<file path="config.mk">
export PLATFORM = sky130hd
export DESIGN_NAME = count_ctrl
export DESIGN_NICKNAME = d
export VERILOG_FILES = /design/src/rtl/count_ctrl_pkg.sv /design/src/rtl/count_prescaler.sv /design/src/rtl/count_ctrl.sv
export SDC_FILE = /design/constraint.sdc
export NUM_CORES = 1
export LEC_CHECK = 0
export ABC_AREA = 1
export CORE_MARGIN = 2
export CORE_UTILIZATION = 41
export CTS_CLUSTER_SIZE = 24
export DETAILED_ROUTE_END_ITERATION = 16
export GPL_TIMING_DRIVEN = 0
export PLACE_DENSITY_LB_ADDON = 0.2
export SYNTH_ARGS = -nofsm -noshare
export SYNTH_HDL_FRONTEND = slang
export SYNTH_SLANG_ARGS = --single-unit
</file>
<file path="constraint.sdc">
create_clock -name clk_i -period 1.9 [get_ports clk_i]
set_clock_uncertainty 0.15 [all_clocks]
set_input_delay 0.38 -clock clk_i [delete_from_list [all_inputs] [get_ports clk_i]]
set_output_delay 0.38 -clock clk_i [all_outputs]
set_load 0.005 [all_outputs]
</file>
<file path="src/rtl/count_ctrl_pkg.sv">
// Shared types and defaults for the counter sequencing controller.
// Imported by count_ctrl and count_prescaler.
package count_ctrl_pkg;

    localparam int STATE_W     = 3;
    localparam int DEF_WIDTH   = 16;
    localparam int DEF_PRESC_W = 8;

    typedef enum logic [STATE_W-1:0] {
        ST_IDLE  = 3'd0,
        ST_CLR   = 3'd1,
        ST_RUN   = 3'd2,
        ST_PAUSE = 3'd3,
        ST_HOLD  = 3'd4
    } state_e;

endpackage

</file>
<file path="src/rtl/count_prescaler.sv">
// Down-counting prescaler: ticks at zero then reloads; frozen when not running.
// Loaded from the latched reload value while the controller clears the counter.
module count_prescaler
    import count_ctrl_pkg::*;
#(
    parameter int PRESC_W = DEF_PRESC_W
) (
    input  logic               clk_i,
    input  logic               rst_i,
    input  logic               load_i,
    input  logic               run_i,
    input  logic [PRESC_W-1:0] reload_i,
    output logic               tick_o
);

    logic [PRESC_W-1:0] cnt_q;
    logic [PRESC_W-1:0] cnt_d;

    assign tick_o = run_i && (cnt_q == '0);

    always_comb begin
        cnt_d = cnt_q;
        if (load_i) begin
            cnt_d = reload_i;
        end else if (run_i) begin
            cnt_d = (cnt_q == '0) ? reload_i : cnt_q - 1'b1;
        end
    end

    always_ff @(posedge clk_i or posedge rst_i) begin
        if (rst_i) begin
            cnt_q <= '0;
        end else begin
            cnt_q <= cnt_d;
        end
    end

endmodule

</file>
<file path="src/rtl/count_ctrl.sv">
// Start/stop/clear sequencer for an enable-driven up-counter with terminal limit.
// Define COUNT_CTRL_PRESCALE_EN to pace increments through count_prescaler.
module count_ctrl
    import count_ctrl_pkg::*;
#(
    parameter int WIDTH   = DEF_WIDTH,
    parameter int PRESC_W = DEF_PRESC_W
) (
    input  logic               clk_i,
    input  logic               rst_i,
    input  logic               start_i,
    input  logic               stop_i,
    input  logic               clear_i,
    input  logic               mode_i,
    input  logic [WIDTH-1:0]   limit_i,
    input  logic [PRESC_W-1:0] presc_i,
    input  logic [WIDTH-1:0]   cnt_q_i,
    output logic               cnt_en_o,
    output logic               cnt_clr_n_o,
    output logic               done_o,
    output logic               busy_o,
    output logic [STATE_W-1:0] state_o
);

    state_e           state_q, state_d;
    logic [WIDTH-1:0] limit_q, limit_d;
    logic             done_q, done_d;
    logic             clr_n_q, clr_n_d;
    logic             latch;
    logic             tick;
    logic             terminal;

    assign terminal = (cnt_q_i == limit_q);

`ifdef COUNT_CTRL_PRESCALE_EN
    logic [PRESC_W-1:0] presc_q;

    always_ff @(posedge clk_i or posedge rst_i) begin
        if (rst_i) begin
            presc_q <= '0;
        end else if (latch) begin
            presc_q <= presc_i;
        end
    end

    count_prescaler #(.PRESC_W(PRESC_W)) u_presc (
        .clk_i   (clk_i),
        .rst_i   (rst_i),
        .load_i  (state_q == ST_CLR),
        .run_i   (state_q == ST_RUN),
        .reload_i(presc_q),
        .tick_o  (tick)
    );
`else
    logic unused_presc;
    assign unused_presc = ^presc_i;
    assign tick = 1'b1;
`endif

    always_comb begin
        state_d = state_q;
        latch   = 1'b0;
        unique case (state_q)
            ST_IDLE: begin
                if (start_i) begin
                    state_d = ST_CLR;
                    latch   = 1'b1;
                end
            end
            ST_CLR: begin
                state_d = stop_i ? ST_PAUSE : ST_RUN;
            end
            ST_RUN: begin
                if (terminal) begin
                    state_d = mode_i ? ST_CLR : ST_HOLD;
                end else if (stop_i) begin
                    state_d = ST_PAUSE;
                end
            end
            ST_PAUSE: begin
                if (stop_i) begin
                    state_d = ST_PAUSE;
                end else if (start_i) begin
                    state_d = ST_RUN;
                end
            end
            ST_HOLD: begin
                if (start_i) begin
                    state_d = ST_CLR;
                    latch   = 1'b1;
                end
            end
            default: state_d = ST_IDLE;
        endcase
        // Abort overrides every other command, including a terminal hit.
        if (clear_i) begin
            state_d = ST_IDLE;
            latch   = 1'b0;
        end
    end

    assign limit_d = latch ? limit_i : limit_q;
    assign done_d  = (state_q == ST_RUN) && terminal && !clear_i;
    assign clr_n_d = !(clear_i || state_d == ST_CLR);

    always_ff @(posedge clk_i or posedge rst_i) begin
        if (rst_i) begin
            state_q <= ST_IDLE;
            limit_q <= '0;
            done_q  <= 1'b0;
            clr_n_q <= 1'b0;
        end else begin
            state_q <= state_d;
            limit_q <= limit_d;
            done_q  <= done_d;
            clr_n_q <= clr_n_d;
        end
    end

    assign cnt_en_o    = (state_q == ST_RUN) && tick && !terminal;
    assign cnt_clr_n_o = clr_n_q;
    assign done_o      = done_q;
    assign busy_o      = (state_q == ST_CLR) || (state_q == ST_RUN) ||
                         (state_q == ST_PAUSE);
    assign state_o     = state_q;

endmodule

</file>
### Word-level counts from Yosys, hierarchy flattened

Index checks and enable logic that the tools add are counted.

| storage, ports and cells | value |
|---|---|
| word-level logic and storage cells | 33 |
| flip-flop bits (word level) | 21 |
| input port bits | 46 |

| operators by class | value |
|---|---|
| reductions and logical operators | 11 |
| equality and inequality tests | 6 |
| multiplexer cells | 12 |

Operators by type and width:

| operator | count |
|---|---|
| 3-bit two-way mux | 7 |
| 16-bit == test | 1 |
| 3-bit one-hot mux with 4 select lines | 1 |
| 3-bit by 1-bit == test with 1-bit output, second input constant | 2 |
| 3-bit by 2-bit == test with 1-bit output, second input constant | 2 |
| 1-bit two-way mux | 4 |
| 3-bit == test, second input constant | 1 |
| 1-bit logical AND | 3 |
| 1-bit logical NOT | 3 |
| 3-bit logical NOT | 1 |
| 1-bit logical OR | 3 |
| 2-bit OR reduction | 1 |

### Logic depth before layout (Yosys ltp)

| depth | value |
|---|---|
| depth in word-level cells | 7 |
| depth in mapped cells | 11 |
| depth with buffers taken out | 11 |

### Worst setup path after synthesis

No wires, ideal clock.

| timing path | value |
|---|---|
| kind | reg-to-output |
| from | reg limit_q[14] |
| to | out cnt_en_o |
| data required time | 1.370 ns |
| arrival | 0.965 ns |
| buffers on the path | 0 |
| slack | 0.405 ns |
| cell stages (with the launch flop) | 9 |
| cell sequence | dfrtp_1 > nor2_1 > nor2_1 > nor2_1 > nand2_1 > nor2_2 > nand2_2 > nand2_1 > inv_2 |

| between the ends | value |
|---|---|
| longest elaborated chain between the ends | 3 |

Ends and longest elaborated chain:

| element | line | RTL |
|---|---|---|
| start: declaration | count_ctrl.sv:26 | `logic [WIDTH-1:0] limit_q, limit_d;` |
| start signal: assignment | count_ctrl.sv:114 | `limit_q <= limit_d;` |
| 16-bit == test | count_ctrl.sv:33 | `assign terminal = (cnt_q_i == limit_q);` |
| 1-bit logical NOT | count_ctrl.sv:120 | `assign cnt_en_o = (state_q == ST_RUN) && tick && !terminal;` |
| 1-bit logical AND | count_ctrl.sv:120 |  |
| end: declaration | count_ctrl.sv:18 | `output logic cnt_en_o,` |

No other way between the ends.

### Worst setup path after layout

| timing path | value |
|---|---|
| from | reg limit_q[13] |
| to | out cnt_en_o |

Same word-level chain as after synthesis.

==> results.yml <==
routing:
  routed_wl_um: 2750
  drc: 0
  postRouteAntennaNets: 0
  vias: 1221
  drtIter0Drc: 29
  vias_per_cell: 4.71
  drt_pass1_iterations: 4
  avgRoutedWirePerCell_um: 10.6
job:
  maxCapViolCount: 0
sta:
  slew_viol_final: 0
  tns_ns: -0.122
  layout_worst_path_cycle_share_pct: 106
  grt_setup_unrepaired: "yes"
  final-hold-violation-count: 0
  worst-slew-pin-transition_ns: 0.792
  min_period_ns: 2.02
  finalSetupViolations: 1
  slew_headroom_pct: 47.2
  setup_ws_ns: -0.122
  max_freq_mhz: 494
synthesis:
  netlist_area_um2: 1190
  syn_inst: 174
  yosys.area.top_type: "dfrtp_1"
  yosysUniqueCellTypes: 15
  synth_area_leaders: "dfrtp_1 (44%), nand2_1 (16%), inv_1 (10%)"
  synth_seq_cells: 21
  synth_area_per_cell_um2: 6.82
  ys_seq_area_share_pct: 44.3
  syn_nets: 220
  yosys.area.top_type_share_pct: 44.3
  yosysWarnings: 0
outcome:
  violations: "setup timing"
  status: "finished with violations"
worst_setup_path:
  critical_path.most_common_cell: "nor2_1"
  crit_arrival_ns: 1.49
  worstPathRequired_ns: 1.37
  endpoint_kind: "output pin"
  critPathSlowestCell: "dfrtp_1"
  critPathMaxFanout: 3
  worst-setup-path-type: "reg -> out"
  crit_buf_inv: 2
  critPathTopFamily: "simple AND/OR/NAND/NOR gates"
  start_kind: "flop"
  cpPeakStageDelay_ns: 0.40
  crit_chain: "nor2_1 -> nor2_1 -> nor2_1 -> nand2_1 -> nor2_4 -> nand2_2 -> nand2_2 -> inv_2 -> buf_6"
global_route:
  grt_pass1_wl_um: 4640
  grt_antenna_before_repair: 0
  grt_pass1_vias: 1227
  grt_usage_pct: 17.6
  grt_overflow_total: 0
  grt_max_degree: 22
clock_tree:
  insertion_delay_ns: 0.30
  h-tree-depth: 1
  cts_inserted_buffers: 3
  clkTransAtPathRegs_ns: 0.11
  cts_tree: "done"
  cts_root_buffer: "clkbuf_4"
  hold_buffers: 0
  cts_buffer_depth: 2
  clkSinkCount: 21
finish:
  nets: 275
  layout_common_cells: "nand2_1 (49), inv_1 (33), nor2_1 (32)"
  design_area_um2: 1720
  layout-drive-gt1-share_pct: 11.4
  fillers: 261
  area_growth_pct: 45.4
  layout_commonest_cell: "nand2_1"
  diodes: 0
die:
  initial_core_util_pct: 43.0
  die_h_um: 57.8
  num_rows: 19
  die_x_um: 57.8
  die-area_um2: 3340
  io_pins: 53
  core_area_um2: 2760
placement:
  place_area_um2: 1670
  gp_congestion: 0.970
  pre_cts_slack_ns: -0.638
  hpwl_um: 2160
  port_buffers: 44
power_and_ir_drop:
  p_leak_nw: 0.963
  power_density_nw_per_um2: 694
  ir_drop_mv: 0.508
worst_hold_path:
  hold_path.class: "in -> async"
==> metal layers <==
| layer | part of all wire (%) | track usage [%] | vias to the layer above |
|---|---|---|---|
| li1 | - | - | 627 |
| met1 | 40 | 19.4 | 556 |
| met2 | 51 | 32.8 | 31 |
| met3 | 6.4 | 4.91 | 7 |
| met4 | 2.1 | 5.32 | 0 |
| met5 | 0 | 0 | - |
==> path summary, 6_finish.rpt <==
check                            start          end  slack (ns)  depth (start not counted)
max                        limit_q[13]     cnt_en_o       -0.12                          9
min                              rst_i   limit_q[3]        0.37                          2
max reg2reg                limit_q[13]  cnt_clr_n_o        0.24                         11
min reg2reg                limit_q[10]  limit_q[10]        0.39                          2
max in group asynchronous        rst_i  limit_q[13]        0.74                          2
min in group clk_i         limit_q[10]  limit_q[10]        0.39                          2
==> Yosys cell counts <==
library cell,number
dfrtp_1,21
mux2_2,4
nand4_1,1
nor2_2,3
buf_2,2
nand2_1,50
o21ai_0,3
inv_1,33
a21oi_1,14
nor2_1,32
nand2_2,1
nor4_1,1
nand3_2,2
inv_2,3
nand3_1,4
==> where the power goes <==
group          switching [mW]  internal, mW  leakage [nW]
Combinational           0.199         0.197         0.704
Clock                   0.128        0.0819        0.0150
Sequential             0.0543         0.536         0.244
==> stage by stage <==
step,hold slack (ns),power [mW],util [%],instances
finish,0.372,1.20,62.5,259
global placement,0.364,0.973,60.4,249
detailed placement,0.368,0.998,60.4,249
CTS,0.393,1.20,61.6,257
floorplan,0.207,0.825,-,174
global route,0.417,1.29,62.5,259
==> sequential cells by signal (all words and copies together), names as in the netlist <==
signal / cells
limit_q: 16
state_o: 3
cnt_clr_n_o: 1
done_o: 1
==> layout make-up <==
class	count	area [µm²]	share of cell area, %
sequential	21	526	30.5
multi-input combinational	115	523	30.3
timing repair buffer	50	465	27.0
inverter	36	135	7.84
tap	31	38.8	2.25
clock buffer	4	26.3	1.52
buffer	2	10.0	0.581
==> logic make-up after synthesis <==
kind of cell           synth area share [%]
AND/OR/NAND/NOR                        32.5
buffers and inverters                  12.2
flip-flops                             44.3
AO/OA/AOI/OAI                          7.17
multiplexers                           3.80
==> what timing repair did <==
| item | CTS | global route |
|---|---|---|
| resized for setup | 22 | 2 |
| pin swaps | 14 | 8 |
| endpoints found under the setup margin | 2 | 1 |
| buffers inserted | 4 | 2 |
| hold endpoints to repair | 0 | 0 |
Power figures use the tool's default switching activity.
